==> src/rtl/audio_i2s_tx.sv <==
// FIFO-buffered I2S master transmitter generating BCLK/DACLRCK/DACDAT for a WM8731 DAC.
// Define AUDIO_TX_VOLUME_EN to add a 4-bit arithmetic attenuation applied at frame load.
module audio_i2s_tx #(
    parameter int unsigned SAMPLE_W   = 16,
    parameter int unsigned SLOT_W     = 32,
    parameter int unsigned FIFO_DEPTH = 16,
    parameter int unsigned BCLK_DIV   = 2
) (
    input  logic                          clk,
    input  logic                          reset_n,
    input  logic                          en,
    input  logic [2*SAMPLE_W-1:0]         s_data,
    input  logic                          s_valid,
    output logic                          s_ready,
    output logic [$clog2(FIFO_DEPTH):0]   fifo_level,
    output logic                          underrun,
    output logic [15:0]                   underrun_cnt,
    input  logic                          underrun_clr,
`ifdef AUDIO_TX_VOLUME_EN
    input  logic [3:0]                    atten,
`endif
    output logic                          aud_bclk,
    output logic                          aud_daclrck,
    output logic                          aud_dacdat
);

    localparam int unsigned AW = $clog2(FIFO_DEPTH);
    localparam int unsigned LW = AW + 1;
    localparam int unsigned DW = (BCLK_DIV > 1) ? $clog2(BCLK_DIV) : 1;
    localparam int unsigned BW = $clog2(2 * SLOT_W);

    logic [2*SAMPLE_W-1:0] mem [FIFO_DEPTH];
    logic [AW-1:0]         wptr_q, rptr_q;
    logic [LW-1:0]         level_q, level_d;
    logic                  ready_q, ready_d;
    logic                  empty, push, pop;
    logic [2*SAMPLE_W-1:0] fifo_out, load_val;

    logic [DW-1:0]         div_q, div_d;
    logic [BW-1:0]         bit_q, bit_d, j;
    logic                  run_q, run_d;
    logic                  bclk_q, bclk_d;
    logic                  lrck_q, lrck_d;
    logic                  dat_q, dat_d;
    logic                  load;
    logic [2*SAMPLE_W-1:0] hold_q, hold_d;
    logic [SAMPLE_W-1:0]   chan, mask;

    logic                  underrun_q, underrun_d;
    logic [15:0]           ucnt_q, ucnt_d;

    // FIFO bookkeeping; a full FIFO ignores s_valid even when a pop frees a slot.
    assign empty    = (level_q == '0);
    assign push     = s_valid && ready_q;
    assign pop      = load && !empty;
    assign fifo_out = mem[rptr_q];

    always_comb begin
        level_d = level_q + LW'(push) - LW'(pop);
        ready_d = (level_d != LW'(FIFO_DEPTH));
    end

`ifdef AUDIO_TX_VOLUME_EN
    logic signed [SAMPLE_W-1:0] left_att, right_att;
    always_comb begin
        left_att  = $signed(fifo_out[2*SAMPLE_W-1:SAMPLE_W]) >>> atten;
        right_att = $signed(fifo_out[SAMPLE_W-1:0]) >>> atten;
        load_val  = {left_att, right_att};
    end
`else
    assign load_val = fifo_out;
`endif

    // Serial engine: bit_cnt restarts at 0 on the first falling BCLK edge after enable.
    always_comb begin
        div_d  = div_q;
        bit_d  = bit_q;
        run_d  = run_q;
        bclk_d = bclk_q;
        lrck_d = lrck_q;
        dat_d  = dat_q;
        hold_d = hold_q;
        load   = 1'b0;
        j      = '0;
        chan   = '0;
        mask   = '0;
        if (!en) begin
            div_d  = '0;
            bit_d  = '0;
            run_d  = 1'b0;
            bclk_d = 1'b0;
            lrck_d = 1'b0;
            dat_d  = 1'b0;
            hold_d = '0;
        end else begin
            if (div_q == DW'(BCLK_DIV - 1)) begin
                div_d  = '0;
                bclk_d = !bclk_q;
            end else begin
                div_d = div_q + DW'(1);
            end
            if ((div_q == DW'(BCLK_DIV - 1)) && bclk_q) begin
                if (!run_q || (bit_q == BW'(2 * SLOT_W - 1))) begin
                    bit_d = '0;
                end else begin
                    bit_d = bit_q + BW'(1);
                end
                run_d  = 1'b1;
                load   = (bit_d == '0);
                lrck_d = (bit_d >= BW'(SLOT_W));
                j      = lrck_d ? (bit_d - BW'(SLOT_W)) : bit_d;
                chan   = lrck_d ? hold_q[SAMPLE_W-1:0] : hold_q[2*SAMPLE_W-1:SAMPLE_W];
                mask   = SAMPLE_W'(1) << (BW'(SAMPLE_W) - j);
                dat_d  = (j != '0) && (j <= BW'(SAMPLE_W)) && (|(chan & mask));
                if (load) begin
                    hold_d = empty ? '0 : load_val;
                end
            end
        end
    end

    // A simultaneous underrun load and clear leaves a fresh count of one.
    always_comb begin
        underrun_d = underrun_q;
        ucnt_d     = ucnt_q;
        if (load && empty) begin
            underrun_d = 1'b1;
            if (underrun_clr) begin
                ucnt_d = 16'd1;
            end else if (ucnt_q != 16'hFFFF) begin
                ucnt_d = ucnt_q + 16'd1;
            end
        end else if (underrun_clr) begin
            underrun_d = 1'b0;
            ucnt_d     = '0;
        end
    end

    always_ff @(posedge clk) begin
        if (push) begin
            mem[wptr_q] <= s_data;
        end
    end

    always_ff @(posedge clk or negedge reset_n) begin
        if (!reset_n) begin
            wptr_q     <= '0;
            rptr_q     <= '0;
            level_q    <= '0;
            ready_q    <= 1'b1;
            div_q      <= '0;
            bit_q      <= '0;
            run_q      <= 1'b0;
            bclk_q     <= 1'b0;
            lrck_q     <= 1'b0;
            dat_q      <= 1'b0;
            hold_q     <= '0;
            underrun_q <= 1'b0;
            ucnt_q     <= '0;
        end else begin
            if (push) begin
                wptr_q <= wptr_q + AW'(1);
            end
            if (pop) begin
                rptr_q <= rptr_q + AW'(1);
            end
            level_q    <= level_d;
            ready_q    <= ready_d;
            div_q      <= div_d;
            bit_q      <= bit_d;
            run_q      <= run_d;
            bclk_q     <= bclk_d;
            lrck_q     <= lrck_d;
            dat_q      <= dat_d;
            hold_q     <= hold_d;
            underrun_q <= underrun_d;
            ucnt_q     <= ucnt_d;
        end
    end

    assign s_ready      = ready_q;
    assign fifo_level   = level_q;
    assign underrun     = underrun_q;
    assign underrun_cnt = ucnt_q;
    assign aud_bclk     = bclk_q;
    assign aud_daclrck  = lrck_q;
    assign aud_dacdat   = dat_q;

endmodule

==> config.mk <==
export PLATFORM = sky130hd
export DESIGN_NAME = audio_i2s_tx
export DESIGN_NICKNAME = d
export VERILOG_FILES = /design/src/rtl/audio_i2s_tx.sv
export SDC_FILE = /design/constraint.sdc
export NUM_CORES = 1
export LEC_CHECK = 0
export ABC_AREA = 1
export BUFFER_PORTS_ARGS = -buffer_cell sky130_fd_sc_hd__buf_2
export CORE_ASPECT_RATIO = 2
export CORE_MARGIN = 10
export CORE_UTILIZATION = 32
export DETAILED_ROUTE_END_ITERATION = 10
export GPL_TIMING_DRIVEN = 1
export SLEW_MARGIN = 20
export SYNTH_ARGS = -nofsm -noshare
export SYNTH_HDL_FRONTEND = slang
export SYNTH_SLANG_ARGS = --single-unit
==> constraint.sdc <==
create_clock -name clk -period 3.4 [get_ports clk]
set_input_delay 0.68 -clock clk [delete_from_list [all_inputs] [get_ports clk]]
set_output_delay 0.68 -clock clk [all_outputs]
set_load 0.01 [all_outputs]
After elaboration in Yosys (flattened, before gate mapping). Memories as Yosys holds them, arrays and structs flattened. Index checks and enable logic that the tools add are counted.

Flip-flop bits (word level): 74. RAM bits: 512. Input port bits: 37. Output and inout port bits: 26. Logic and storage cells: 82. Memories: 1.

$add $sub $neg: 9. Order comparisons: 2. Equality and inequality tests: 6. Shift operators: 1. Mux-type cells: 31. Bitwise operators: 1. Reductions and logical operators: 18.

Memories: mem (depth 16, bits a word 32, rd ports 1, clocked after memory_dff 0, write ports 1, RTL line 32) `logic [2*SAMPLE_W-1:0] mem [FIFO_DEPTH];`.

Operators with widths (count): $mux 32 (4); $mux 16 (5); $mux 6 (6); $add 16x1->16 const B (1); $and 16x16->16 (1); $mux 1 (16); $ne 16x16->1 const B (1); $reduce_or 16->1 (1); $shl 1x6->16 const A (1); $add 4x1->4 const B (2); $add 6x1->6 const B (1); $eq 6x6->1 const B (1); $ge 6x6->1 const B (1); $le 6x5->1 const B (1); $logic_and 1x1->1 (6); $logic_not 6->1 (1); $ne 2x1->1 const B (3); $reduce_bool 6->1 (1); $sub 5x6->6 const A (1); $sub 6x6->6 const B (1); $add 5x1->5 (1); $logic_not 5->1 (1); $ne 5x5->1 const B (1); $sub 5x1->5 (1); 5 further kinds (9).

Logic depth before layout (Yosys ltp).
Depth after elaboration: 14. Mapped depth: 23. Depth with buffers taken out: 22.

Least setup slack after synthesis. No wires, ideal clock.

Path kind: register to register. Start: reg bit_q[0]. End: reg ready_q (netlist: s_ready). Library setup time: 0.086 ns. Arrival: 3.556 ns. Required time: 3.314 ns. Slack: -0.242 ns. Stages on the path, launching flop included: 24. Path buffers: 1. Period minus slack after synthesis: 3.642 ns. Path through: dfrtp_1 > ha_1 > nand2_1 > nor2_1 > nand2_1 > nand2_1 > nor2_1 > clkinv_1 > ha_1 > nand2_2 > nor2_4 > nand3_2 > nor2_4 > nand3_1 > inv_2 > buf_2 > ha_1 > inv_1 > ha_1 > inv_1 > fa_1 > o21ai_0 > xor2_1 > nand2_1.

Longest elaborated chain between the ends: 11. Elaborated cells between the ends (all ways): 12. Those cells by class: add/sub (2); eq/ne (2); mux (5); reduce/logical (3).

RTL lines: start, declared (RTL line 40) `logic [BW-1:0] bit_q, bit_d, j;`; start signal, assigned (RTL line 170) `bit_q <= bit_d;`; branches (longest 2 deep; another with $add 6x1->6); $mux 6 (*) (RTL line 103) `if (!run_q || (bit_q == BW'(2 * SLOT_W - 1))) begin`; $mux 6 (*) (RTL line 102) `if ((div_q == DW'(BCLK_DIV - 1)) && bclk_q) begin`; $mux 6 (*) (RTL line 87) `if (!en) begin`; $logic_not 6->1 (*) (RTL line 109) `load = (bit_d == '0);`; $mux 1 (*) (RTL line 102); $mux 1 (*) (RTL line 87); $logic_and 1x1->1 (*) (RTL line 55) `assign pop = load && !empty;`; named net pop (RTL line 36) `logic empty, push, pop;`; $sub 5x1->5 (*) (RTL line 59) `level_d = level_q + LW'(push) - LW'(pop);`; named net level_d[4] (RTL line 34) `logic [LW-1:0] level_q, level_d;`; $ne 5x5->1 (*) (RTL line 60) `ready_d = (level_d != LW'(FIFO_DEPTH));`; named net ready_d (RTL line 35) `logic ready_q, ready_d;`; end signal, assigned (RTL line 168) `ready_q <= ready_d;`; end, declared (RTL line 35).

Mark *: on every way through the listed nets, which the timed path passes. The select of a mux whose other input is x is not followed. A chain may end at the register's enable or synchronous reset.

Worst setup path in the final report.
Start: reg bit_q[0]. End: reg ready_q (netlist: s_ready).

Longest elaborated chain between the ends: 11. Elaborated cells between the ends (all ways): 12. Those cells by class: add/sub (2); eq/ne (2); mux (5); reduce/logical (3).

RTL lines (RTL line): branches (longest 2 deep; another with $add 6x1->6); $mux 6 (*) (103); $mux 6 (*) (102); $mux 6 (*) (87); $logic_not 6->1 (*) (109); $mux 1 (*) (102); $mux 1 (*) (87); $logic_and 1x1->1 (*) (55); $sub 5x1->5 (*) (59); named net level_d[1] (34); $ne 5x5->1 (*) (60); named net ready_d (35).

Marked as above.

==> impl_metrics.toml <==
[die]
die_area_um2 = 86100
fp.coreArea_um2 = 73700
dieHeight_um = 405
die-width_um = 213
placement_rows = 141
starting_density_of_the_core = 0.322
ios = 63

[power_and_ir_drop]
p_int_mw = 13.8
power.ir.vdd_worst_mv = 0.550
pwr_density_cell_nw_per_um2 = 788
switch_share = 0.356
power.static_leakage_nw = 9.14
switchingPower_mw = 7.65
power_frac_clock = 0.273
power_frac_comb = 0.308
power.share.sequential = 0.418

[synth]
synthMostInstantiatedCell = "sky130_fd_sc_hd__edfxtp_1"
synth_fa_ha_area_frac = 0.00928
yosysWarningCount = 0
synth.area.top_cells = "sky130_fd_sc_hd__edfxtp_1 65%, sky130_fd_sc_hd__dfrtp_1 7.7%, sky130_fd_sc_hd__o21ai_0 6.4%"
synthTopCellsByCount = "512 x sky130_fd_sc_hd__edfxtp_1, 309 x sky130_fd_sc_hd__nor2_1, 304 x sky130_fd_sc_hd__o21ai_0"
synth-edff-count = 512
ys_async_sr_fraction = 0.126
syn-num-nets = 1950
syn-mean-instance-area_um2 = 12.5
yosys_register_bits = 586
ys.flop_type = "sky130_fd_sc_hd__edfxtp_1"
ys_seq_area_frac = 0.726
synth_xor_area_frac = 0.00554
ys_types = 37
synth_top_family_by_area = "compound AO/OA/AOI/OAI gates"
synth_top_area_share = 0.648
synth-simple-area-share = 0.0992
synth_top_cell_by_area = "sky130_fd_sc_hd__edfxtp_1"
post_synth_inst_count = 1896
synth-compound-area-share = 0.127
synthesis.area_um2 = 23700
muxShareOfSynthArea = 0

[routing]
detailedRoute.firstPassIterationCount = 7
routed_wl_mm = 63.4
drt_iter0_markers = 1249
route.detailed.vias_per_inst = 5.33
drt.antenna.violating_nets = 0
via_total_after_detailed_routing = 15600
wire_per_inst_um = 21.7
drcViolationCount = 0

[cts]
clock_tree.buffer_depth = 3
tritoncts = "yes"
clock-root-buffer = "sky130_fd_sc_hd__clkbuf_16"
clock_insertion_delay_worst_skew_ns = 0.59
htreeDepth = 2
cts-buffers-inserted = 50
numClockSinks = 586
clk_transition_reported_paths_ns = 0.07
cts.hold.buffers_added = 0

[critical_path]
timing.critical_path.arrival_ns = 3.69
critPathSlowestCell = "sky130_fd_sc_hd__fa_2"
worst_path_max_stage_delay_ns = 0.52
worstSetupStartpointType = "register"
path_class = "register to register"
worst_setup_path_end_kind = "register"
worstPathMaxFanout = 4
worstPathCellList = "ha_4, nand2_2, nor2_2, nand2_2, nand2_2, nor2_1, inv_1, ha_4, nand2_4, nor2_4, nand3_4, nor2_4, nand3_2, inv_4, ha_4, inv_2, ha_4, inv_2, fa_2, inv_1, nor4_2, nand2_1"
crit_path_frequent_cell = "sky130_fd_sc_hd__ha_4"
worst_ep_required_time_ns = 3.91

[global_routing]
remaining_global_route_overflow = 0
grt_pass1_vias = 15800
grt.total_usage = 0.145
grt_start_max_net_pins = 174
antenna_violations_before_repair = 4
grt_first_pass_wirelength_mm = 96.0

[job]
drv_cap = 0

[sta]
pin_slew_with_the_least_headroom_to_its_limit_ns = 0.971
setup_viol = 0
rsz0062_at_grt = "false"
skew_ns = 0.0178
final_hold_viol_count = 0
timing.final.crit_period_ns = 3.18
max_transition_margin = 0.353
post-route-period-util = 0.935
timing_max_transition_violations_final = 0
setup-tns-final_ns = 0
max_freq_ghz = 0.314

[cells_and_area]
nFillCells = 6992
drive_above_1_share = 0.121
layout-area-overhead-vs-synth_pct = 14.9
fin_nets = 2004
fin_area_um2 = 27300

[placement]
number_of_port_buffers = 62
place.gp.congestion = 0.818
post-dp-hpwl_mm = 36.8
placed_cell_area_um2 = 25600

[min_path]
worstHoldPathType = "primary input to async pin"

[status]
run_status = "completed"
state kept, by name, summed over array words and instances (netlist names):
register      count
mem             512
hold_q           32
underrun_cnt     16
bit_q             6
fifo_level        5
rptr_q            4
wptr_q            4
aud_bclk          1
aud_dacdat        1
aud_daclrck       1
div_q             1
run_q             1
s_ready           1
underrun          1
worst max-delay path, delay by kind of cell, from the launching register on:
| family | cells | cell delay, ns |
|---|---|---|
| flip-flops | 1 | 0.40 |
| adder cells (fa/ha/maj) | 5 | 1.16 |
| buffers and inverters | 5 | 0.35 |
| AND/OR/NAND/NOR | 12 | 1.19 |
cell families (layout without fill, tap and decap cells):
group	after synthesis	count (layout)
XOR/XNOR	15	15
other	0	2
AO/OA/AOI/OAI	500	500
adder cells (fa/ha/maj)	17	17
buffers and inverters	204	295
AND/OR/NAND/NOR	574	574
flip-flops	586	586
cell usage in the layout (no fill, tap or decap), types with 7 or more instances in the layout:
| master | count |
|---|---|
| sky130_fd_sc_hd__o22ai_1 | 47 |
| sky130_fd_sc_hd__nand4_1 | 19 |
| sky130_fd_sc_hd__xor2_1 | 11 |
| sky130_fd_sc_hd__o21ai_0 | 302 |
| sky130_fd_sc_hd__bufinv_16 | 7 |
| sky130_fd_sc_hd__nor2_1 | 291 |
| sky130_fd_sc_hd__buf_4 | 40 |
| sky130_fd_sc_hd__nor3_1 | 7 |
| sky130_fd_sc_hd__edfxtp_1 | 512 |
| sky130_fd_sc_hd__dfrtp_1 | 70 |
| sky130_fd_sc_hd__o211ai_1 | 45 |
| sky130_fd_sc_hd__o221ai_1 | 85 |
| sky130_fd_sc_hd__nand2_1 | 166 |
| sky130_fd_sc_hd__nand3_1 | 54 |
| sky130_fd_sc_hd__clkbuf_16 | 51 |
| sky130_fd_sc_hd__ha_1 | 12 |
| sky130_fd_sc_hd__buf_12 | 17 |
| sky130_fd_sc_hd__a21oi_1 | 13 |
| sky130_fd_sc_hd__clkbuf_1 | 12 |
| sky130_fd_sc_hd__nor2_4 | 19 |
| sky130_fd_sc_hd__clkinv_1 | 9 |
| sky130_fd_sc_hd__buf_2 | 61 |
| sky130_fd_sc_hd__inv_1 | 79 |
per-layer routing:
| layer | wire length, um | up-vias | global-route usage | part of all wire |
|---|---|---|---|---|
| met4 | 2490 | 4 | 0.0639 | 0.039 |
| li1 | - | 7077 | - | - |
| met5 | 20 | - | 0 | 0.00032 |
| met2 | 34400 | 457 | 0.272 | 0.54 |
| met3 | 2870 | 125 | 0.0183 | 0.045 |
| met1 | 23500 | 7901 | 0.158 | 0.37 |
through the flow:
stage                     total power [mW]  utilization  setup WS (ns)  std cells  hold slack [ns]
final                                 21.5        0.370          0.220       2918           0.0954
after global placement                15.6        0.347         0.0747       2822            0.442
after detailed placement              15.8        0.347          0.114       2822            0.443
after CTS                             21.7        0.369         0.0984       2911            0.284
after global routing                  22.5        0.370        0.00108       2916            0.145
after floorplan                       13.1            -        0.00548       1896            0.384
power groups by stage:
| stage | sequential, mW | clock (mW) | combinational, mW |
|---|---|---|---|
| CTS | 8.99 | 5.97 | 6.69 |
| floorplan | 9.01 | 0 | 4.05 |
| finish | 8.99 | 5.87 | 6.62 |
| detailed placement | 9.14 | 0 | 6.67 |
| global route | 9.05 | 6.23 | 7.25 |
| global placement | 9.11 | 0 | 6.48 |
timing repair:
item | 4_1_cts | 5_1_grt
buffers inserted | 0 | 5
endpoints found under the setup margin | 0 | 1
gates resized for setup | 0 | 7
worst paths after layout:
check	from	end	slack [ns]	cells after the start
worst max register to register	bit_q[0]	s_ready	0.22	22
worst min-delay path	reset_n	underrun_cnt[10]	0.1	1
worst max-delay path	bit_q[0]	s_ready	0.22	22
min in group clk	en	div_q	0.43	3
worst min register to register	div_q	div_q	0.45	1
max in group asynchronous	reset_n	rptr_q[1]	2.69	1
cell type report:
class                      instances  area [um^2]  area share
clock buffer                      63         1320      0.0484
tap                              929         1160      0.0426
antenna                            2         5.00    0.000184
multi-input combinational       1106         5930       0.218
inverter                          87          335      0.0123
timing repair buffer             119          957      0.0351
sequential                       586        17200       0.632
clock inverter                    26          318      0.0117
No activity file was read; power rests on OpenSTA's default activity.
